`config.mk`:
```
export PLATFORM = sky130hd
export DESIGN_NAME = id_ex_stage
export DESIGN_NICKNAME = d
export VERILOG_FILES = /design/src/rtl/id_ex_stage.sv
export SDC_FILE = /design/constraint.sdc
export NUM_CORES = 1
export LEC_CHECK = 0
export CAP_MARGIN = 25
export CORE_MARGIN = 4
export CORE_UTILIZATION = 35
export CTS_BUF_LIST = sky130_fd_sc_hd__clkbuf_8
export CTS_CLUSTER_SIZE = 30
export DETAILED_ROUTE_END_ITERATION = 8
export PLACE_DENSITY_LB_ADDON = 0.08
export SYNTH_ARGS = -nofsm -noshare
export SYNTH_HDL_FRONTEND = slang
export SYNTH_SLANG_ARGS = --single-unit
```
`constraint.sdc`:
```
create_clock -name clk -period 2.7 [get_ports clk]
set_input_delay 0.81 -clock clk [delete_from_list [all_inputs] [get_ports clk]]
set_output_delay 0.81 -clock clk [all_outputs]
set_load 0.05 [all_outputs]
```
`src/rtl/id_ex_stage.sv`:
```
`default_nettype none
// id_ex_stage: ID/EX pipeline register with load-use hazard detection and MEM/WB operand forwarding.
// Macro ID_EX_FORWARDING_EN enables forwarding; without it, RAW hazards stall ID until the producer reaches WB.
module id_ex_stage (
    input  logic        clk,
    input  logic        reset,
    input  logic        id_valid,
    input  logic [4:0]  id_rs,
    input  logic [4:0]  id_rt,
    input  logic        id_use_rs,
    input  logic        id_use_rt,
    input  logic [31:0] id_rs_data,
    input  logic [31:0] id_rt_data,
    input  logic [31:0] id_imm,
    input  logic        id_alu_src,
    input  logic [3:0]  id_alu_ctrl,
    input  logic [4:0]  id_rd,
    input  logic        id_reg_write,
    input  logic        id_mem_read,
    input  logic        id_mem_write,
    input  logic        flush,
    input  logic        hold,
    input  logic        mem_reg_write,
    input  logic [4:0]  mem_rd,
    input  logic [31:0] mem_result,
    input  logic        wb_reg_write,
    input  logic [4:0]  wb_rd,
    input  logic [31:0] wb_result,
    output logic        id_stall,
    output logic        ex_valid,
    output logic [31:0] ex_a,
    output logic [31:0] ex_b,
    output logic [31:0] ex_store_data,
    output logic [3:0]  ex_alu_ctrl,
    output logic [4:0]  ex_rd,
    output logic        ex_reg_write,
    output logic        ex_mem_read,
    output logic        ex_mem_write
);

    typedef struct packed {
        logic        valid;
        logic [4:0]  rs;
        logic [4:0]  rt;
        logic [31:0] rs_data;
        logic [31:0] rt_data;
        logic [31:0] imm;
        logic        alu_src;
        logic [3:0]  alu_ctrl;
        logic [4:0]  rd;
        logic        reg_write;
        logic        mem_read;
        logic        mem_write;
    } ex_reg_t;

    ex_reg_t     ex_q;
    ex_reg_t     ex_d;
    ex_reg_t     id_word;
    logic        hazard;
    logic        rs_hit_ex;
    logic        rt_hit_ex;
    logic [31:0] fwd_rs;
    logic [31:0] fwd_rt;

    always_comb begin
        rs_hit_ex = id_use_rs && (id_rs == ex_q.rd);
        rt_hit_ex = id_use_rt && (id_rt == ex_q.rd);
    end

`ifdef ID_EX_FORWARDING_EN
    logic load_in_ex;

    // Only a load in EX cannot be forwarded in time; everything else is covered by the muxes below.
    always_comb begin
        load_in_ex = ex_q.valid && ex_q.mem_read && (ex_q.rd != 5'd0);
        hazard     = id_valid && load_in_ex && (rs_hit_ex || rt_hit_ex);
    end

    always_comb begin
        fwd_rs = ex_q.rs_data;
        if (mem_reg_write && (mem_rd != 5'd0) && (mem_rd == ex_q.rs)) begin
            fwd_rs = mem_result;
        end else if (wb_reg_write && (wb_rd != 5'd0) && (wb_rd == ex_q.rs)) begin
            fwd_rs = wb_result;
        end
        fwd_rt = ex_q.rt_data;
        if (mem_reg_write && (mem_rd != 5'd0) && (mem_rd == ex_q.rt)) begin
            fwd_rt = mem_result;
        end else if (wb_reg_write && (wb_rd != 5'd0) && (wb_rd == ex_q.rt)) begin
            fwd_rt = wb_result;
        end
    end
`else
    logic ex_producer;
    logic mem_producer;
    logic rs_hit_mem;
    logic rt_hit_mem;
    logic unused_fwd_inputs;

    // WB needs no check: the register file writes early enough for ID to read the new value.
    always_comb begin
        ex_producer  = ex_q.valid && (ex_q.reg_write || ex_q.mem_read) && (ex_q.rd != 5'd0);
        mem_producer = mem_reg_write && (mem_rd != 5'd0);
        rs_hit_mem   = id_use_rs && (id_rs == mem_rd);
        rt_hit_mem   = id_use_rt && (id_rt == mem_rd);
        hazard       = id_valid && ((ex_producer && (rs_hit_ex || rt_hit_ex)) ||
                                    (mem_producer && (rs_hit_mem || rt_hit_mem)));
    end

    assign fwd_rs = ex_q.rs_data;
    assign fwd_rt = ex_q.rt_data;
    assign unused_fwd_inputs = ^{wb_reg_write, wb_rd, wb_result, mem_result, ex_q.rs, ex_q.rt};
`endif

    assign id_stall = hazard || hold;

    always_comb begin
        id_word           = '0;
        id_word.valid     = id_valid;
        id_word.rs        = id_rs;
        id_word.rt        = id_rt;
        id_word.rs_data   = id_rs_data;
        id_word.rt_data   = id_rt_data;
        id_word.imm       = id_imm;
        id_word.alu_src   = id_alu_src;
        id_word.alu_ctrl  = id_alu_ctrl;
        id_word.rd        = id_rd;
        id_word.reg_write = id_reg_write;
        id_word.mem_read  = id_mem_read;
        id_word.mem_write = id_mem_write;
    end

    // Flush outranks hold so a squashed instruction never lingers in a frozen EX.
    always_comb begin
        ex_d = ex_q;
        if (flush) begin
            ex_d = '0;
        end else if (hold) begin
            ex_d = ex_q;
        end else if (hazard) begin
            ex_d = '0;
        end else begin
            ex_d = id_word;
        end
    end

    always_ff @(posedge clk or negedge reset) begin
        if (!reset) begin
            ex_q <= '0;
        end else begin
            ex_q <= ex_d;
        end
    end

    assign ex_valid      = ex_q.valid;
    assign ex_a          = fwd_rs;
    assign ex_b          = ex_q.alu_src ? ex_q.imm : fwd_rt;
    assign ex_store_data = fwd_rt;
    assign ex_alu_ctrl   = ex_q.alu_ctrl;
    assign ex_rd         = ex_q.rd;
    assign ex_reg_write  = ex_q.reg_write;
    assign ex_mem_read   = ex_q.mem_read;
    assign ex_mem_write  = ex_q.mem_write;

endmodule
`default_nettype wire

```
# Word level (Yosys, flattened, before mapping)
# Cells that the tools add are included.
op_classes:
  n_eq_ne: 5
  reduce_logical: 17
  muxes: 4
op_table:
  columns: ["operator", "count"]
  rows:
  - ["120-bit two-way mux", 3]
  - ["32-bit two-way mux", 1]
  - ["5-bit equality test", 4]
  - ["1-bit logical AND", 10]
  - ["5-bit nonzero test", 2]
  - ["1-bit logical OR", 5]
  - ["2-bit != test (second input constant)", 1]
word_totals:
  output_inout_bits: 110
  register_bits: 110
  wordCells: 36
  in_bits: 202

# Longest topological paths before layout
depth:
  word_depth: 9
  depth_mapped: 8
  mapped_depth_nobuf: 5

# Worst setup path before layout
# No wires, ideal clock.
synth_timing:
  path_type: "input to output"
  start: "input port mem_rd[1]"
  end: "output port id_stall"
  path_buffers: 0
  required_time_ps: 1890
  path_slack_ps: -301
  arrival_time_ps: 2191
  cell_stages: 4
  path_cell_list: "or4_1 > o21a_1 > and2_4 > a221o_1"
synth_via:
  elab_chain_len: 7
  elab_cells_between_ends: 11
  classes_between: "eq/ne: 2; reduce/logical: 9"
synth_lines:
  columns: ["item", "line_no", "rtl"]
  rows:
  - ["start, declared", "24", "input logic [4:0] mem_rd,"]
  - ["5-bit equality test (on tied branches)", "104, 105", null]
  - ["1-bit logical AND (on tied branches)", "104, 105", null]
  - ["1-bit logical OR", "107", "(mem_producer && (rs_hit_mem || rt_hit_mem)));"]
  - ["1-bit logical AND *", "107", null]
  - ["1-bit logical OR *", "106", "hazard = id_valid && ((ex_producer && (rs_hit_ex || rt_hit_ex)) ||"]
  - ["1-bit logical AND *", "106", null]
  - ["1-bit logical OR *", "115", "assign id_stall = hazard || hold;"]
  - ["end, declared", "29", "output logic id_stall,"]
# Mark *: on every way between the ends. The rest lies on a longest branch, timed or not.

# Worst setup path after layout
layout_timing:
  start: "input port mem_rd[2]"
  end: "output port id_stall"
# The elaborated chain is that of the path after synthesis.

==> flow_metrics.env <==
export IMPL_portBuffers=241
export IMPL_ys_warn_count=0
export IMPL_finalSetupViolCount=1
export IMPL_die_w_um=129
export IMPL_final_setup_tns_ps=-430
export IMPL_avgSynthCellArea_um2=12.9
export IMPL_grt_pass1_wl_um=22100
export IMPL_maxCapViolations=0
export IMPL_end_kind="primary output"
export IMPL_synthesis_area_um2=5120
export IMPL_cts_htree_levels=3
export IMPL_outcome="finished, violations left"
export IMPL_core_area_um2=14100
export IMPL_netlist_instances=397
export IMPL_grt_use_total=0.169
export IMPL_cts_buffer_depth=2
export IMPL_holdCritPathClass="in -> async"
export IMPL_place_inst=740
export IMPL_min_period_ps=3130
export IMPL_detail_route_wl_per_cell_um=18.7
export IMPL_rsz0062_at_grt="true"
export IMPL_first_pass_iters=4
export IMPL_synth_cell_type_count=24
export IMPL_synth_top_area_share=0.538
export IMPL_ys_flop_type="dfrtp_1"
export IMPL_finalCritPeriodShare=1.16
export IMPL_grt_overflow=0
export IMPL_synth_area_leaders="dfrtp_1 (54%), a22o_1 (19%), buf_4 (12%)"
export IMPL_crit_type="in -> out"
export IMPL_yosysTopAreaCell="dfrtp_1"
export IMPL_synth_async_reset_ratio=1.00
export IMPL_critPathRequiredTime_ps=1890
export IMPL_grt_pass1_vias=4098
export IMPL_hold_viol_final=0
export IMPL_cp_max_fo=2
export IMPL_vias=3759
export IMPL_fill_cells=1263
export IMPL_cts_sinks=110
export IMPL_drc=0
export IMPL_leakage_nw=3.34
export IMPL_gp_congestion=0.812
export IMPL_root_buffer="clkbuf_8"
export IMPL_cts_made_buffers=9
export IMPL_fp_dieArea_um2=16600
export IMPL_hpwl_um=10500
export IMPL_cts_tree="yes"
export IMPL_drt_total_wl_um=14200
export IMPL_max_vdd_ir_drop_v=0.000331
export IMPL_violations="negative setup slack"
export IMPL_ios=312
export IMPL_cts_hold_buffers=0
export IMPL_routed_via_density=4.95
export IMPL_synth_enable_flop_cells=0
export IMPL_clkTransAtPathRegs_ps=100
export IMPL_rows=43
export IMPL_finalMaxSlewViolations=0
export IMPL_fin_skew_ps=10.2
export IMPL_timing_slew_headroom=0.641
export IMPL_synth_nets=599
export IMPL_clock_latency_ps=370
export IMPL_initial_core_util=0.363
export IMPL_worst_pin_slew_ps=537
export IMPL_setup_ws_ps=-430
export IMPL_antenna_found_initial=0
export IMPL_synth_most_common_cell="dfrtp_1"
export IMPL_num_nets_final=776
export IMPL_startpoint="mem_rd[2]"
export IMPL_synth_common_cells="dfrtp_1 (110), a22o_1 (109), buf_4 (83)"
export IMPL_max_freq_ghz=0.320
export IMPL_ant_nets=0
export IMPL_synth_seq_cells=110
export IMPL_areaGrowthSynthToFinish_pct=45.4
export IMPL_grt_max_degree=65
export IMPL_drtIter0Drc=162
export IMPL_crit_path_start_kind="input port"
export IMPL_crit_arrival_ps=2320
export IMPL_layoutNonFillerInstCount=759
export IMPL_r2r_start="ex_rd[1]"
export IMPL_drive_above_1_share=0.206
export IMPL_diodes=0
export IMPL_seq_area_frac_synth=0.538
export IMPL_power_density_nw_per_um2=509
export IMPL_die_h_um=129
final timing paths:
check | end | slack, ps | cells after the start
setup / recovery | id_stall | -430 | 6
hold / removal | ex_reg_write | 350 | 1
max in group asynchronous | ex_q[29] | 1690 | 2
setup reg to reg | ex_q[20] | 690 | 8
min in group clk | ex_q[24] | 510 | 1
hold reg to reg | ex_q[24] | 510 | 1
critical path, cell delays in order:
cell,delay [ps]
buf_6,90
or4_4,520
o21a_1,230
and2_4,150
a221o_2,360
buf_8,160
routing by layer:
| metal | share of wire | global-route usage | wire length (µm) |
|---|---|---|---|
| met1 | 0.42 | 0.212 | 6010 |
| met2 | 0.48 | 0.277 | 6780 |
| met3 | 0.083 | 0.0631 | 1190 |
| met4 | 0.015 | 0.0439 | 214 |
| met5 | 0 | 0 | 0 |
timing repair:
| action | 4_1_cts | 5_1_grt |
|---|---|---|
| setup buffers | 2 | 1 |
| resized for setup | 18 | 2 |
| endpoints found under the setup margin | 110 | 1 |
| pin swaps | 3 | 3 |
power by group:
group	internal, W	switching [W]
combinational	0.000486	0.000613
clock	0.000329	0.000551
sequential	0.00174	0.0000650
total	0.00256	0.00123
placed cells by master (no fill, tap or decap), drive strengths merged, types with 4 or more instances in the layout:
master	instances
a22o	109
clkinv	6
dfrtp	110
buf	63
xnor2	20
nand4	4
clkdlybuf4s50	203
mux2	32
nand2	4
clkbuf	10
kinds of logic after synthesis:
family          Yosys count  synth area share
compound gates          118             0.201
xor+xnor                 20            0.0342
buf+inv                 101             0.139
flops                   110             0.538
mux                      32            0.0704
simple gates             16            0.0171
state kept, by name (all words and copies together) (netlist names):
signal         flops
ex_a              32
ex_alu_ctrl        4
ex_mem_read        1
ex_mem_write       1
ex_q              33
ex_rd              5
ex_reg_write       1
ex_store_data     32
ex_valid           1
through the flow:
stage          total power, W  setup slack (ps)   util  hold slack [ps]  area [µm²]
2_1_floorplan         0.00251              -234      -              467        5120
3_3_place_gp          0.00293              -789  0.514              482        7250
3_5_place_dp          0.00294              -800  0.514              486        7250
4_1_cts               0.00385              -439  0.527              328        7430
5_1_grt               0.00396              -451  0.528              351        7440
6_report              0.00378              -430  0.528              348        7440
area by class of cell:
class	instances	area [µm²]	area share
well taps	180	225	0.0303
multi-input cells	186	1670	0.225
repair buffers	267	2620	0.352
flip-flops and latches	110	2750	0.370
clock inverters	7	41.3	0.00555
clock buffers	9	124	0.0166
Note: power is estimated with default switching activity, not from simulation.
==> RTL edit 1 (same flow settings) <==
The option `ID_EX_FORWARDING_EN` is turned on by a define.
--- a/src/rtl/id_ex_stage.sv
+++ b/src/rtl/id_ex_stage.sv
@@ -3,2 +3,4 @@
 // Macro ID_EX_FORWARDING_EN enables forwarding; without it, RAW hazards stall ID until the producer reaches WB.
+`define ID_EX_FORWARDING_EN
+
 module id_ex_stage (
Formal check against the unedited RTL: not equivalent (Yosys sat finds a counterexample within 4 cycles, from zero or initial values and one cycle with reset low).
==> RTL edit 1 against the original RTL <==
  * The run still ends with negative setup slack left
  * Design area rose by 110%
  * Highest routed layer is now met5
  * Clock power rose by 110%
  * Sequential share of layout area fell by 17 points
  * Total power rose by 66%
  * Worst setup slack got worse by 0.45 ns
  * Register-to-register slack got worse by 0.48 ns
  * Synthesized area rose by 60%
  * First-iteration DRC count rose to 3.7 times the old value
  * Sequential cell count rose by 10
  * Wire length rose by 150%
  * Synthesized cell count rose by 130%
==> RTL edit 1: results (changes against the original RTL) <==
[outcome]
status=finished with violations
violations=negative setup slack

[yosys]
synthXorXnorAreaFrac=0.0322  ; -0.00208
synth.net_count=1133  ; +89%
yosysSeqAreaShare=0.368  ; -0.170
synth_compound_area_frac=0.206  ; +0.00565
yosys-top-cells-count=inv_1 (152), dfrtp_1 (120), o41ai_1 (120)
ys_ff_latch=120  ; +9.1%

[sta]
fin_skew_ns=0.0167  ; +0.00652 ns
finalSetupViolCount=97  ; +96
finalWorstSetupSlack_ns=-0.884  ; -0.455 ns

[worst_setup_path]
rr_endpoint=ex_q[60]
worstSetupStartpoint=wb_rd[3]
rr_worst_depth=12  ; +4
crit_path_end=ex_b[14]
r2r_start=ex_rd[3]
arrival_ns=2.77  ; +0.45 ns

[grt]
track_usage=0.260  ; +0.0913
use_met3=0.0565  ; -0.00664
antenna_found_initial=7  ; +7
grt_pass1_wl_um=52800  ; +140%
grt_max_degree=147  ; +130%
met1_usage=0.351  ; +0.139

[drt]
vias=8571  ; +130%
drt_first_pass_iters=5  ; +1
wl_met3_um=2030  ; +71%
wl_met1_um=15200  ; +150%
drt_iter0_markers=602  ; +270%
route.met2.wl_um=16900  ; +150%

[power_and_ir_drop]
vdd_ir_drop_max_v=0.000278  ; -16%
p_leak_uw=0.00631  ; +89%

[clock_network]
cts_made_buffers=17  ; +8
h-tree-depth=4  ; +1

[layout]
drive_gt1_frac=0.345  ; +0.140
inverters=152  ; +152
largest_register_ffs=107  ; +220%
seq_area_um2=3010  ; +9.2%
multi_input_area_share=0.349  ; +0.124
clock_tree_area_fraction=0.0283  ; +0.00608
clkbuf_count=18  ; +9
nonClkBufAreaFrac=0.363  ; +0.0109
multi_input_cells=549  ; +200%
design_area_um2=15400  ; +110%
buffers=436  ; +63%
num_antenna_cells=5  ; +5

[place]
place_ws_ns=-1.30  ; -0.495 ns

==> RTL edit 1: changes by cell type after synthesis, moves of 32 or more <==
| cell | change |
|---|---|
| a21oi_1 | +32 |
| a221oi_1 | +32 |
| a22o_1 | -109 |
| buf_4 | -74 |
| clkbuf_1 | +55 |
| inv_1 | +152 |
| mux2_2 | -32 |
| mux2i_1 | +64 |
| nand2_1 | +37 |
| nand3b_1 | +111 |
| nor3_1 | +35 |
| o41ai_1 | +120 |
==> RTL edit 1: power breakdown <==
| part | switching [uW] | total (uW) | leakage, uW | internal [uW] |
|---|---|---|---|---|
| registers | 97.0 | 1990 | 0.00159 | 1900 |
| logic | 1250 | 2440 | 0.00451 | 1190 |
| clock network | 881 | 1850 | 0.000214 | 965 |
==> RTL edit 1: timing repair <==
item                                    4_1_cts  5_1_grt
pin swaps                                    39       36
gates resized for setup                     171       73
endpoints found under the setup margin       97       97
buffers inserted                             11       14
gates cloned                                 12        3
==> RTL edit 2 (config.mk and constraints unchanged) <==
Made on the original files. Reset style: synchronous (`reset`), changed in one clocked block.
--- a/src/rtl/id_ex_stage.sv
+++ b/src/rtl/id_ex_stage.sv
@@ -146,3 +146,3 @@
 
-    always_ff @(posedge clk or negedge reset) begin
+    always_ff @(posedge clk) begin
         if (!reset) begin
Behaviour: differs if reset is asserted again (counterexample within 4 cycles, from zero or initial values and one cycle with reset low); with reset held inactive, the same outputs for 4 cycles.
==> RTL edit 2 against the original RTL <==
  * Worst setup slack better by 0.085 ns
  * Wire length is 6.4% lower
  * Worst hold slack better by 0.13 ns
  * Total power is 7.9% lower
  * Critical path type unchanged
  * First-iteration DRC count is 17% higher
  * Design area is 1.8% lower
  * Largest power group unchanged
  * The run still ends with negative setup slack left
  * Synthesized area is 11% lower
  * Sequential cell count stayed put
  * Combinational power is 32% lower
==> RTL edit 2: results (changes against the original RTL) <==
[power_and_ir_drop]
p_leak_uw=0.00289  ; -13%
vdd_ir_drop_max_v=0.000289  ; -13%

[worst_setup_path]
max_stage_delay_ns=0.52  ; about the same
r2r_start=ex_rd[2]
arrival_ns=2.23  ; -0.09 ns
crit_family=compound AO/OA/AOI/OAI gates
cpMaxStageDelayCell=or4_4
worstSetupStartpoint=mem_rd[2]
worstPathMaxFanout=2  ; unchanged

[drt]
avgViaCountPerCell=4.79  ; -3.3%
drt_iter0_markers=189  ; +17%
vias=3588  ; -4.5%
drt-total-wl_um=13300  ; -6.4%
drt_first_pass_iters=4  ; unchanged

[place]
placed_area_um2=7050  ; -2.8%
globalplace.congestion=0.775  ; -4.6%
portBuffers=241  ; unchanged
dp_hpwl_um=9890  ; -5.7%
dp_cells=730  ; -1.4%

[layout]
regMostFlops=ex_q
drive_gt1_frac=0.198  ; -0.00795
fin_nets=774  ; -0.26%
num_antenna_cells=0  ; unchanged

[yosys]
synth.distinct_cells=24  ; unchanged
synth_area_leaders=dfxtp_1 (48%), a22o_1 (21%), buf_4 (13%), mux2_2 (7.9%), xnor2_1 (3.8%)
synth.net_count=600  ; +0.17%
async_reset_ff_frac=0  ; -1.00
syn-instance-count=398  ; +0.25%
yosys-top-cells-count=a22o_1 (110), dfxtp_1 (110), buf_4 (82)
synth_ff_type=dfxtp_1
yosysSeqAreaShare=0.482  ; -0.0564
yosysWarnings=0  ; unchanged

[clock_network]
cts.path.max_buffers=2  ; unchanged
cts.clk_slew.worst_paths_ns=0.10  ; about the same
h-tree-depth=3  ; unchanged
clock_latency_ns=0.38
cts_made_buffers=9  ; unchanged

[outcome]
status=finished with violations
violations=negative setup slack

[sta]
finalWorstSetupSlack_ns=-0.345  ; +0.0850 ns
worst_pin_slew_ns=0.565  ; +0.0284 ns
finalSetupViolCount=1  ; unchanged
fin_skew_ns=0.0102  ; -0.0000309 ns

[grt]
grt_pass1_wl_um=20100  ; -9.0%
track_usage=0.173  ; +0.00407
antenna_found_initial=0  ; unchanged
grt_pass1_vias=3764  ; -8.2%
grt_max_degree=67  ; +3.1%

[hold_path]
min_from=ex_q[13]
holdCritPathClass=flip-flop to flip-flop

[RTL edit 2: metal layers]
metal | vias to the layer above | share of wire | GRT usage
met4 | 0 | 0.020 | 0.0546
met1 | 1696 | 0.38 | 0.194
met2 | 139 | 0.49 | 0.286
met3 | 17 | 0.11 | 0.0899
li1 | 1736 | - | -
met5 | - | 0 | 0
[RTL edit 2: cell type report]
type	count	area, um2
Clock buffer	11	151
Tap cell	172	215
Timing Repair Buffer	264	3000
Clock inverter	5	48.8
Multi-Input combinational cell	186	1690
Inverter	1	3.75
Fill cell	1134	5420
Sequential cell	110	2200
[RTL edit 2: power by group]
part	total (uW)	switching, uW	internal [uW]
registers	1710	35.4	1680
clock network	1020	546	473
logic	753	359	394
[RTL edit 2: per-stage QoR]
step | setup slack (ns) | TNS (ns)
after CTS | -0.376 | -0.376
after global placement | -0.691 | -39.90
after floorplan | -0.0871 | -0.0871
final | -0.345 | -0.345
after detailed placement | -0.702 | -42.19
after global routing | -0.369 | -0.369
[RTL edit 2: cell families after synthesis]
| family | count (synthesis) | share of synthesized area |
|---|---|---|
| DFF | 110 | 0.482 |
| muxes | 32 | 0.0788 |
| xor gates and xnor gates | 20 | 0.0383 |
| and+or+nand+nor | 16 | 0.0197 |
| buffers and inverters | 102 | 0.158 |
| AOI/OAI and AO/OA | 118 | 0.224 |
[RTL edit 2: final timing paths]
check                    to  slack [ns]  depth (start not counted)
max                id_stall       -0.34                          6
min reg2reg        ex_q[13]        0.48                          1
max reg2reg  ex_alu_ctrl[3]        0.65                          8
min                ex_q[13]        0.48                          1
[RTL edit 2: timing repair]
item                                   CTS  global route
pin swaps                                6            10
buffers inserted                         1             2
endpoints found under the hold margin    0             0
gates resized for setup                 25             6
setup endpoints to repair                4             1
